### config.mk
export PLATFORM = sky130hd
export DESIGN_NAME = bin_to_bcd_seq
export DESIGN_NICKNAME = d
export VERILOG_FILES = /design/src/rtl/bin_to_bcd_seq.sv
export SDC_FILE = /design/constraint.sdc
export NUM_CORES = 1
export LEC_CHECK = 0
export ABC_AREA = 1
export CAP_MARGIN = 20
export CORE_ASPECT_RATIO = 0.8
export CORE_UTILIZATION = 50
export CTS_CLUSTER_DIAMETER = 150
export CTS_CLUSTER_SIZE = 30
export DETAILED_ROUTE_END_ITERATION = 12
export PLACE_DENSITY_LB_ADDON = 0.2
export SLEW_MARGIN = 20
export SYNTH_ARGS = -nofsm -noshare
export SYNTH_HDL_FRONTEND = slang
export SYNTH_SLANG_ARGS = --single-unit
### constraint.sdc
create_clock -name clk -period 3.2 [get_ports clk]
set_input_delay 0.64 -clock clk [delete_from_list [all_inputs] [get_ports clk]]
set_output_delay 0.64 -clock clk [all_outputs]
set_load 0.05 [all_outputs]
### src/rtl/bin_to_bcd_seq.sv
// Sequential shift-and-add-3 binary-to-BCD converter, one input bit per clock, start/done handshake.
// Optional leading-zero blank mask is generated only when BCD_BLANK_EN is defined.
module bin_to_bcd_seq #(
    parameter int BIN_W  = 14,
    parameter int DIGITS = 4
) (
    input  logic                  clk,
    input  logic                  rst,
    input  logic                  start,
    input  logic [BIN_W-1:0]      bin_in,
    output logic                  busy,
    output logic                  done,
    output logic [4*DIGITS-1:0]   bcd_out,
    output logic                  overflow,
    output logic [DIGITS-1:0]     blank
);

    localparam int BCD_W   = 4 * DIGITS;
    localparam int SCR_W   = BCD_W + BIN_W;
    localparam int CNT_W   = $clog2(BIN_W);
    localparam int LIMIT_W = BIN_W + 34;

    function automatic logic [LIMIT_W-1:0] pow10(input int n);
        logic [LIMIT_W-1:0] r;
        r = LIMIT_W'(1);
        for (int i = 0; i < n; i++) begin
            r = r * LIMIT_W'(10);
        end
        return r;
    endfunction

    localparam logic [LIMIT_W-1:0] MAX_VAL = pow10(DIGITS) - LIMIT_W'(1);
    // When 10^DIGITS exceeds 2^BIN_W no input can overflow, so the compare folds away.
    localparam bit OVF_POSSIBLE = (MAX_VAL < (LIMIT_W'(1) << BIN_W));
    localparam logic [CNT_W-1:0] LAST_CNT = CNT_W'(BIN_W - 1);

    typedef enum logic [0:0] {
        IDLE  = 1'b0,
        SHIFT = 1'b1
    } state_t;

    state_t             state;
    state_t             state_next;
    logic [SCR_W-1:0]   scratch;
    logic [SCR_W-1:0]   scratch_next;
    logic [CNT_W-1:0]   cnt;
    logic               ovf_pend;
    logic               ovf_check;
    logic               accept;
    logic               last_shift;

    // One double-dabble step: adjust every BCD column holding 5..9, then shift left.
    function automatic logic [SCR_W-1:0] dabble(input logic [SCR_W-1:0] s);
        logic [SCR_W-1:0] t;
        t = s;
        for (int d = 0; d < DIGITS; d++) begin
            if (t[BIN_W + 4*d +: 4] >= 4'd5) begin
                t[BIN_W + 4*d +: 4] = t[BIN_W + 4*d +: 4] + 4'd3;
            end
        end
        return {t[SCR_W-2:0], 1'b0};
    endfunction

    assign scratch_next = dabble(scratch);
    assign ovf_check    = OVF_POSSIBLE ? (LIMIT_W'(bin_in) > MAX_VAL) : 1'b0;
    assign accept       = (state == IDLE) && start;
    assign last_shift   = (state == SHIFT) && (cnt == LAST_CNT);
    assign busy         = (state == SHIFT);

    always_ff @(posedge clk or posedge rst) begin
        if (rst) begin
            state <= IDLE;
        end else begin
            state <= state_next;
        end
    end

    // NOTE: every output of a combinational block gets a default first, so no path leaves it unassigned and no latch is inferred.
    always_comb begin
        state_next = state;
        case (state)
            IDLE:    if (start)      state_next = SHIFT;
            SHIFT:   if (last_shift) state_next = IDLE;
            default:                 state_next = IDLE;
        endcase
    end

    // NOTE: clocked state uses non-blocking assignments so every register samples pre-edge values, independent of statement order.
    always_ff @(posedge clk or posedge rst) begin
        if (rst) begin
            scratch  <= '0;
            cnt      <= '0;
            ovf_pend <= 1'b0;
            done     <= 1'b0;
            bcd_out  <= '0;
            overflow <= 1'b0;
        end else begin
            done <= 1'b0;
            if (accept) begin
                scratch  <= {{BCD_W{1'b0}}, bin_in};
                cnt      <= '0;
                ovf_pend <= ovf_check;
            end else if (state == SHIFT) begin
                scratch <= scratch_next;
                cnt     <= cnt + CNT_W'(1);
                if (last_shift) begin
                    bcd_out  <= ovf_pend ? {DIGITS{4'h9}} : scratch_next[SCR_W-1 -: BCD_W];
                    overflow <= ovf_pend;
                    done     <= 1'b1;
                end
            end
        end
    end

`ifdef BCD_BLANK_EN
    // Digit i blanks when it and every more significant digit are zero; the ones digit always shows.
    always_comb begin
        logic all_zero;
        all_zero = 1'b1;
        blank    = '0;
        for (int i = DIGITS - 1; i >= 1; i--) begin
            all_zero = all_zero && (bcd_out[4*i +: 4] == 4'd0);
            blank[i] = all_zero;
        end
    end
`else
    assign blank = '0;
`endif

endmodule

==> results of run 1 <==
kinds of logic after synthesis:
group,after synthesis,synth area share [%]
other,1,0.137
buffers and inverters,55,9.95
AOI/OAI and AO/OA,41,10.7
muxes,1,0.365
adders and majority gates,10,4.57
DFF,54,49.3
and+or+nand+nor,156,24.9
layer usage:
layer | GRT usage (%) | vias up | routed length (um)
li1 | - | 1083 | -
met4 | 5.08 | 0 | 47
met1 | 28.2 | 1043 | 2720
met5 | 0 | - | 0
met2 | 36.9 | 42 | 2580
met3 | 5.07 | 5 | 198
placed cells by master (no fill, tap or decap):
cell type / netlist / layout
inv_1: 38 / 37
inv_6: 1 / 1
inv_2: 2 / 3
o211ai_2: 3 / 3
nand3_1: 32 / 32
o221ai_1: 5 / 5
dfrtp_1: 54 / 54
nand2_1: 97 / 97
o22ai_1: 2 / 2
o21ai_0: 14 / 14
mux2i_1: 1 / 1
nor2_8: 1 / 1
nand2_8: 1 / 1
nor2_1: 17 / 17
inv_4: 1 / 1
conb_1: 1 / 4
nand2_2: 1 / 1
nand4_1: 2 / 2
or2_2: 2 / 2
o211ai_1: 5 / 5
or2_1: 2 / 2
a21oi_1: 7 / 7
o21bai_1: 1 / 1
buf_4: 5 / 4
nor2_4: 1 / 1
clkinv_2: 0 / 2
o22ai_2: 4 / 4
clkdlybuf4s50_1: 0 / 35
ha_1: 10 / 10
clkbuf_8: 0 / 5
flip-flops by register name, indices dropped and copies added (netlist names):
name,count
scratch,30
bcd_out,16
busy,1
done,1
cnt,4
overflow,1
ovf_pend,1
power groups by stage:
stage / Combinational [mW] / Clock (mW) / Sequential [mW]
floorplan: 1.01 / 0 / 1.55
global placement: 1.79 / 0 / 1.19
detailed placement: 1.85 / 0 / 1.20
CTS: 1.85 / 0.373 / 1.18
global route: 2.06 / 0.398 / 1.22
finish: 1.85 / 0.361 / 1.18
how the worst max path moves through the flow:
stage / to / slack [ps] / cells past startpoint
after floorplan: bcd_out[0] / 1250 / 1
after global placement: scratch[5] / 1120 / 7
after detailed placement: scratch[9] / 1060 / 7
after CTS: busy / 1060 / 1
after global routing: bcd_out[5] / 1030 / 1
final: busy / 1080 / 1
final cells by class:
cell class	instances	area [um^2]	share of cell area, %
well taps	62	77.6	2.44
inverters	42	165	5.19
clock inverters	2	10.0	0.315
clock buffers	5	68.8	2.16
multi-input cells	212	1130	35.4
flip-flops and latches	54	1350	42.5
repair buffers	39	380	12.0
per-stage QoR:
step	std cells	total power, mW
floorplan	321	2.56
global placement	409	2.98
detailed placement	409	3.05
CTS	416	3.41
global route	416	3.68
finish	416	3.39
==> run_results.csv, run 1 <==
group,metric,value,unit
status,status,"complete, but fails checks",
status,violations,"design-rule violations",
power,clock_power_share,10.6,%
grt,grt_first_pass_wirelength,9450,um
routing,post_drt_wl_per_cell,13.3,um
hold_path,holdPathStages,2,
placed_design,dp_hpwl,3960,um
placed_design,gp_congestion,0.851,
timing,finalHoldViolations,0,
timing,hold_ws,483,ps
routing,drt_pass1_iterations,8,
power,combPwrFrac,54.4,%
logic_synthesis,synth_commonest_cells,"nand2_1, dfrtp_1, inv_1",
setup_path,worstReg2RegStart,"busy",
logic_synthesis,synthTopCellsByArea,"dfrtp_1, nand2_1, nand3_1, inv_1, ha_1",
clock_network,cts_setup_buffers,0,
logic_synthesis,synthArstFlopShare,100,%
layout,fillCellCount,466,
routing,ant_nets,0,
layout,areaGrowthSynthToFinish,16.1,%
timing,rsz0062_at_grt,"no",
placed_design,postPlaceCellArea,0.00310,mm^2
hold_path,whs_endpoint,"bcd_out[9]",
power,sw_frac_of_total,48.0,%
setup_path,startpoint,"busy",
logic_synthesis,synth_top_area_share,49.3,%
logic_synthesis,syn_area_per_cell,8.62,um^2
placed_design,dp_slack,1060,ps
timing,timing.final.ws_setup,1080,ps
timing,worst_pin_slew,567,ps
grt,grt_max_degree,29,
power,p_per_area,1070,mW/mm^2
die,die_area,0.00578,mm^2
grt,grt_pass1_vias,2089,
timing,slew_violations,0,
routing,viasPerCell,5.22,
flow_run,maxCapViolations,0,
timing,slew_headroom,62.2,%
placed_design,portBuffers,35,
power,intPower,1.77,mW
die,die-height,68.2,um
layout,post_route_cells_drive_above_1_share,8.19,%
clock_network,cts_resized,0,
setup_path,path_buf_inv,1,
setup_path,worstPathCellList,"clkdlybuf4s50_1",
setup_path,cp_top_family,"buffers and inverters",
logic_synthesis,synth_edf_count,0,
power,vdd_drop_max,0.000486,V
clock_network,cts_root_buf,"clkbuf_8",
grt,track_usage,21.5,%
logic_synthesis,synthesis.area,0.00274,mm^2
logic_synthesis,ys_seq_area_share,49.3,%
setup_path,critPathArrivalTime,1480,ps
setup_path,cp_max_fo,2,
setup_path,timing.critical_path.slowest_stage_cell,"clkdlybuf4s50_1",
grt,grt-ovfl-total,0,
timing,max_freq,0.471,GHz
hold_path,hp-class,"register to register",
die,core,0.00515,mm^2
die,ios,40,
clock_network,clk_latency,300,ps
clock_network,path_clk_slew,90,ps
clock_network,htreeDepth,2,
layout,final_util,61.7,%
setup_path,cp.required,2560,ps
setup_path,r2r_cells,7,
grt,antenna_found_initial,0,
die,rows,23,
timing,period_minus_slack,2130,ps
routing,drtIter0Drc,116,
clock_network,cts_tree,"built",
power,p_leak,1.58,nW
routing,vias,2173,
logic_synthesis,synth_cells,318,
timing,finalSetupTns,0,ps
setup_path,crit_path_end_kind,"output port",
logic_synthesis,yosysUniqueCellTypes,30,
clock_network,cts_buffers,5,
clock_network,clkSinkCount,54,
layout,num_antenna_cells,0,
die,dieWidth,84.8,um
hold_path,hp-start,"bcd_out[9]",
routing,drc_errors,3,
logic_synthesis,ys_ff_latch,54,
setup_path,critPathLaunchType,"register",
timing,setup-violations-final,0,
setup_path,slowest_delay,810,ps
power,p_sw,1.63,mW
logic_synthesis,yosysMostFrequentCell,"nand2_1",
logic_synthesis,synth_area_leader_cell,"dfrtp_1",
logic_synthesis,ys.flop_type,"dfrtp_1",
logic_synthesis,yosysWarnings,0,
layout,finalNetCount,381,
timing,timing.final.crit_share,66.4,%
timing,finalClockSkew,8.27,ps
setup_path,crit_type,"register to output port",
clock_network,clockBufferDepth,2,
setup_path,r2r_end,"scratch[9]",
setup_path,r2r_slack,1370,ps
routing,drt_wl_total,5550,um
power,power.share.sequential,34.9,%
die,initial_core_util,53.2,%
layout,final_area,0.00318,mm^2
clock_network,holdBufCountCts,0,
(Power assumes the default switching activity.)
==> run 2, diff against run 1 <==
==> constraint.sdc (replaced) <==
create_clock -name clk -period 2.15 [get_ports clk]
set_input_delay 0.43 -clock clk [delete_from_list [all_inputs] [get_ports clk]]
set_output_delay 0.43 -clock clk [all_outputs]
set_load 0.05 [all_outputs]
==> run 2 against run 1 <==
  * The run still ends with design-rule violations left
  * Die area did not move
  * Setup slack got worse by 840 ps
  * Power rose by 49%
  * Hold slack got worse by 170 ps
  * Non-clock buffer count rose by 2
  * Critical endpoint is now bcd_out[11]
  * Largest cell class unchanged
==> run_results.csv, run 2 (synthesized netlist as in run 1, its figures left out) <==
group,metric,value,unit
clock_network,path_clk_slew,90,ps
routing,viasPerCell,5.20,
grt,antenna_found_initial,0,
clock_network,clk_latency,300,ps
layout,top_regs,"scratch (30), bcd_out (16), cnt (4)",
timing,worst_pin_slew,500,ps
setup_path,cp.required,1720,ps
clock_network,cts_resized,0,
status,violations,"design-rule violations",
power,finalPower,5.06,mW
clock_network,cts_root_buf,"clkbuf_8",
layout,final_util,62.2,%
layout,layout_common_cells,"nand2_1, dfrtp_1, inv_1",
setup_path,path_buf_inv,1,
timing,slew_headroom,66.6,%
setup_path,worstPathCellList,"clkdlybuf4s50_1",
power,p_per_area,1580,mW/mm^2
routing,ant_nets,0,
die,initial_core_util,53.2,%
setup_path,critPathArrivalTime,1480,ps
setup_path,cp_max_fo,2,
layout,seqCellArea,0.00135,mm^2
setup_path,cp_top_family,"buffers and inverters",
setup_path,timing.critical_path.slowest_stage_cell,"clkdlybuf4s50_1",
layout,multi_input_area,0.00113,mm^2
placed_design,gp_congestion,0.807,
grt,grt-ovfl-total,0,
die,rows,23,
routing,drtIter0Drc,129,
timing,finalClockSkew,6.43,ps
layout,final_area,0.00320,mm^2
layout,final_common_cell,"nand2_1",
die,ios,40,
flow_run,maxCapViolations,0,
clock_network,cts_buffers,5,
hold_path,hp-class,"input port to asynchronous set/reset pin",
setup_path,critPathLaunchType,"register",
routing,drt_pass1_iterations,11,
clock_network,cts_setup_buffers,0,
power,vdd_drop_max,0.000916,V
die,dieWidth,84.8,um
layout,largest_reg_flops,30,
timing,max_freq,0.523,GHz
die,core,0.00515,mm^2
timing,setup-violations-final,0,
timing,timing.final.crit_share,88.9,%
routing,post_drt_wl_per_cell,12.9,um
clock_network,cts_tree,"built",
routing,vias,2172,
setup_path,slowest_delay,810,ps
die,die_area,0.00578,mm^2
grt,grt_max_degree,34,
timing,finalSetupTns,0,ps
grt,track_usage,21.3,%
layout,areaGrowthSynthToFinish,16.9,%
die,die-height,68.2,um
routing,drt_wl_total,5400,um
setup_path,crit_type,"register to output port",
layout,num_antenna_cells,0,
layout,top_register,"scratch",
status,status,"complete, but fails checks",
routing,drc_errors,3,
layout,fillCellCount,442,
layout,finalNetCount,383,
clock_network,clockBufferDepth,2,
clock_network,htreeDepth,2,
timing,finalHoldViolations,0,
setup_path,crit_path_end_kind,"output port",
grt,grt_pass1_vias,2182,
layout,post_route_cells_drive_above_1_share,8.43,%
power,p_leak,1.59,nW
timing,period_minus_slack,1910,ps
placed_design,postPlaceCellArea,0.00313,mm^2
timing,slew_violations,0,
placed_design,dp_hpwl,3930,um
clock_network,holdBufCountCts,0,
timing,rsz0062_at_grt,"no",
clock_network,clkSinkCount,54,
placed_design,portBuffers,35,
grt,grt_first_pass_wirelength,9520,um
==> run 2: cell count changes in the layout (fill, tap and decap cells not counted) <==
| cell | before | now |
|---|---|---|
| buf_4 | 4 | 6 |
| clkbuf_1 | 0 | 2 |
| buf_12 | 0 | 1 |
| clkdlybuf4s50_1 | 35 | 34 |
| clkinv_2 | 2 | 0 |
==> run 2: per-stage QoR <==
stage / hold WS [ps] / worst slack, ps / cells
after floorplan: 445 / 405 / 321
after global placement: 462 / 534 / 411
after detailed placement: 465 / 478 / 411
after CTS: 303 / 218 / 418
after global routing: 322 / 188 / 418
final: 309 / 239 / 418
==> run 2: area by class of cell <==
cell class              count  share of cell area [%]
clock buffers               7                    2.38
repair buffers             41                    12.7
flip-flops and latches     54                    42.2
multi-input cells         212                    35.2
inverters                  42                    5.16
well taps                  62                    2.42
==> run 2: routing by layer <==
metal  vias up  part of all wire, %  wire length [um]  global-route usage [%]
li1       1092                    -                 -                       -
met5         -                    0                 0                       0
met2        54                   47              2550                    38.3
met3         5                  5.6               300                    4.10
met4         0                 0.94                51                    8.05
met1      1021                   46              2500                    26.1
==> run 2: final timing paths <==
check	start	end	slack, ps	cells after the start
max	bcd_out[11]	bcd_out[11]	240	1
min	rst	scratch[0]	310	2
max reg2reg	busy	bcd_out[4]	620	7
min reg2reg	bcd_out[9]	bcd_out[9]	480	2
max in group asynchronous	rst	scratch[14]	1230	3
min in group clk	bcd_out[9]	bcd_out[9]	480	2
==> run 2: power by group <==
part	switching, mW	total (mW)	leakage (nW)	internal [mW]
Sequential	0.302	1.78	0.665	1.48
Clock	0.309	0.534	0.0383	0.225
Combinational	1.78	2.74	0.892	0.959
==> run 3, diff against run 2 <==
--- a/config.mk
+++ b/config.mk
@@ -5,10 +5,9 @@
 export SDC_FILE = /design/constraint.sdc
 export NUM_CORES = 1
 export LEC_CHECK = 0
-export ABC_AREA = 1
 export CAP_MARGIN = 20
 export CORE_ASPECT_RATIO = 0.8
-export CORE_UTILIZATION = 50
+export CORE_UTILIZATION = 43
 export CTS_CLUSTER_DIAMETER = 150
 export CTS_CLUSTER_SIZE = 30
 export DETAILED_ROUTE_END_ITERATION = 12
==> constraint.sdc (replaced) <==
create_clock -name clk -period 1.54 [get_ports clk]
set_input_delay 0.308 -clock clk [delete_from_list [all_inputs] [get_ports clk]]
set_output_delay 0.308 -clock clk [all_outputs]
set_load 0.05 [all_outputs]
==> run 3 against run 2 <==
  * The flow now finishes without violations
  * Core utilization fell by 3.4 points
  * Area after synthesis fell by 2.8%
  * Combinational power rose by 62%
==> run_results.csv, run 3 <==
group,metric,value,unit
status,status,"completed",
setup_path,slowest_delay,440,ps
clock_network,htreeDepth,2,
timing,finalHoldViolations,0,
clock_network,clockBufferDepth,2,
grt,grt-ovfl-total,0,
timing,timing.final.crit_share,96.2,%
power,power.share.sequential,33.7,%
power,vdd_drop_max,0.00100,V
layout,fillCellCount,508,
setup_path,cp_top_family,"flip-flops",
timing,max_freq,0.675,GHz
setup_path,cp_num_cells,5,
power,p_per_area,2270,mW/mm^2
routing,post_drt_wl_per_cell,13.6,um
timing,finalSetupTns,0,ps
clock_network,cts_tree,"built",
layout,final_common_cell,"dfrtp_1",
routing,drt_pass1_iterations,4,
setup_path,critPathArrivalTime,1740,ps
setup_path,crit_type,"register to register",
placed_design,dp_hpwl,3560,um
die,die-height,72.4,um
layout,layout_common_cells,"dfrtp_1, nand2_1, buf_12",
hold_path,hp-class,"input port to asynchronous set/reset pin",
die,core,0.00594,mm^2
logic_synthesis,synth_area_leader_cell,"dfrtp_1",
clock_network,clkSinkCount,54,
routing,ant_nets,0,
placed_design,portBuffers,35,
layout,finalNetCount,328,
placed_design,postPlaceCellArea,0.00334,mm^2
clock_network,path_clk_slew,100,ps
logic_synthesis,yosysWarnings,0,
timing,slew_violations,0,
clock_network,cts_root_buf,"clkbuf_8",
logic_synthesis,yosysMostFrequentCell,"dfrtp_1",
layout,num_antenna_cells,0,
setup_path,path_buf_inv,0,
logic_synthesis,synthTopCellsByArea,"dfrtp_1, mux2i_1, ha_1, nand2_1, a22o_1",
power,combPwrFrac,55.8,%
die,initial_core_util,44.8,%
layout,final_area,0.00349,mm^2
layout,areaGrowthSynthToFinish,31.2,%
grt,track_usage,17.8,%
logic_synthesis,yosysUniqueCellTypes,33,
setup_path,cp.required,1800,ps
timing,rsz0062_at_grt,"no",
timing,setup-violations-final,0,
die,ios,40,
layout,top_regs,"scratch (30), bcd_out (16), cnt (4)",
placed_design,gp_congestion,0.815,
grt,grt_pass1_vias,1895,
grt,antenna_found_initial,0,
timing,timing.final.ws_setup,58.4,ps
setup_path,critPathLaunchType,"register",
power,p_leak,1.61,nW
setup_path,crit_path_end_kind,"register",
die,rows,25,
logic_synthesis,synthArstFlopShare,100,%
setup_path,r2r_cells,5,
logic_synthesis,synth_commonest_cells,"dfrtp_1, nand2_1, mux2i_1",
routing,viasPerCell,5.12,
logic_synthesis,syn_area_per_cell,10.4,um^2
routing,drc_errors,0,
placed_design,dp_slack,-29.4,ps
clock_network,cts_buffers,5,
setup_path,worstPathCellList,"ha_1 -> nand2b_2 -> a21oi_4 -> mux2i_2 -> a22o_1",
logic_synthesis,synth_cells,256,
power,intPower,4.60,mW
layout,largest_reg_flops,30,
layout,post_route_cells_drive_above_1_share,22.2,%
grt,grt_first_pass_wirelength,9030,um
power,clock_power_share,10.4,%
power,p_sw,3.33,mW
die,dieWidth,90.0,um
power,sw_frac_of_total,42.0,%
routing,drtIter0Drc,80,
routing,vias,1961,
logic_synthesis,synthesis.area,0.00266,mm^2
logic_synthesis,synth_edf_count,0,
clock_network,clk_latency,310,ps
layout,top_register,"scratch",
setup_path,cp_max_fo,4,
timing,period_minus_slack,1480,ps
logic_synthesis,ys_ff_latch,54,
logic_synthesis,synth_top_area_share,50.8,%
die,die_area,0.00651,mm^2
routing,drt_wl_total,5200,um
layout,multi_input_area,0.00120,mm^2
timing,finalClockSkew,8.36,ps
layout,seqCellArea,0.00135,mm^2
flow_run,maxCapViolations,0,
logic_synthesis,ys.flop_type,"dfrtp_1",
grt,grt_max_degree,55,
setup_path,timing.critical_path.slowest_stage_cell,"dfrtp_1",
logic_synthesis,ys_seq_area_share,50.8,%
==> run 3: cell types whose count changed after synthesis, sizes merged, moves of 7 or more <==
| cell | before | now |
|---|---|---|
| nand2 | 99 | 32 |
| a22o | 0 | 11 |
| o211ai | 8 | 0 |
| o21ai | 14 | 23 |
| nand3 | 32 | 5 |
| mux2i | 1 | 19 |
| inv | 42 | 12 |
| a21oi | 7 | 14 |
==> run 3: worst min-delay path: cells and delay by family <==
kind                   cells  cell delay (ps)
buffers and inverters      3              800
==> run 3: final cells by class <==
cell class,count,area share (%)
clock buffers,7,2.47
clock inverters,1,0.143
inverters,12,1.54
multi-input cells,176,34.4
flip-flops and latches,54,38.7
well taps,81,2.90
repair buffers,52,19.8
==> run 3: per-layer routing <==
metal	part of all wire [%]	track usage, %	wire length [um]	up-vias
met5	0	0	0	-
met4	1.7	6.63	89	0
met3	3.2	3.56	166	10
met2	46	29.7	2390	43
met1	49	23.5	2560	925
li1	-	-	-	983
==> run 3: final timing paths <==
kind	start	endpoint	slack, ps
max	scratch[22]	scratch[24]	60
min	rst	cnt[3]	410
max reg2reg	scratch[22]	scratch[24]	60
min reg2reg	scratch[8]	scratch[9]	480
max in group asynchronous	rst	busy	880
min in group clk	scratch[8]	scratch[9]	480
==> run 3: repair_timing <==
action,4_1_cts,5_1_grt
hold buffers,0,0
setup endpoints to repair,3,18
resized for setup,2,11
setup buffers,2,2
pin swaps,0,5
cloned,0,0
hold endpoints to repair,0,0
==> run 3: power by group through the flow <==
stage	clock (mW)	sequential [mW]	combinational, mW
final	0.828	2.68	4.43
after global routing	0.909	2.77	4.82
after CTS	0.841	2.67	4.34
after detailed placement	0	2.70	4.26
after global placement	0	2.69	4.19
after floorplan	0	3.26	2.04
==> run 3: metrics by stage <==
| step | utilization, % | power, mW | hold slack, ps | instances |
|---|---|---|---|---|
| after floorplan | - | 5.29 | 376 | 259 |
| after detailed placement | 56.2 | 6.96 | 461 | 371 |
| final | 58.8 | 7.93 | 406 | 383 |
| after CTS | 58.1 | 7.85 | 423 | 381 |
| after global placement | 56.2 | 6.87 | 457 | 371 |
| after global routing | 58.8 | 8.50 | 436 | 383 |
==> run 3: cells by family after synthesis <==
logic type                 synth area share [%]
and+or+nand+nor                            13.0
buffers and inverters                      5.50
adders and majority gates                  4.70
muxes                                      7.57
AOI/OAI and AO/OA                          16.7
other                                     0.141
DFF                                        50.8
xor gates and xnor gates                   1.64
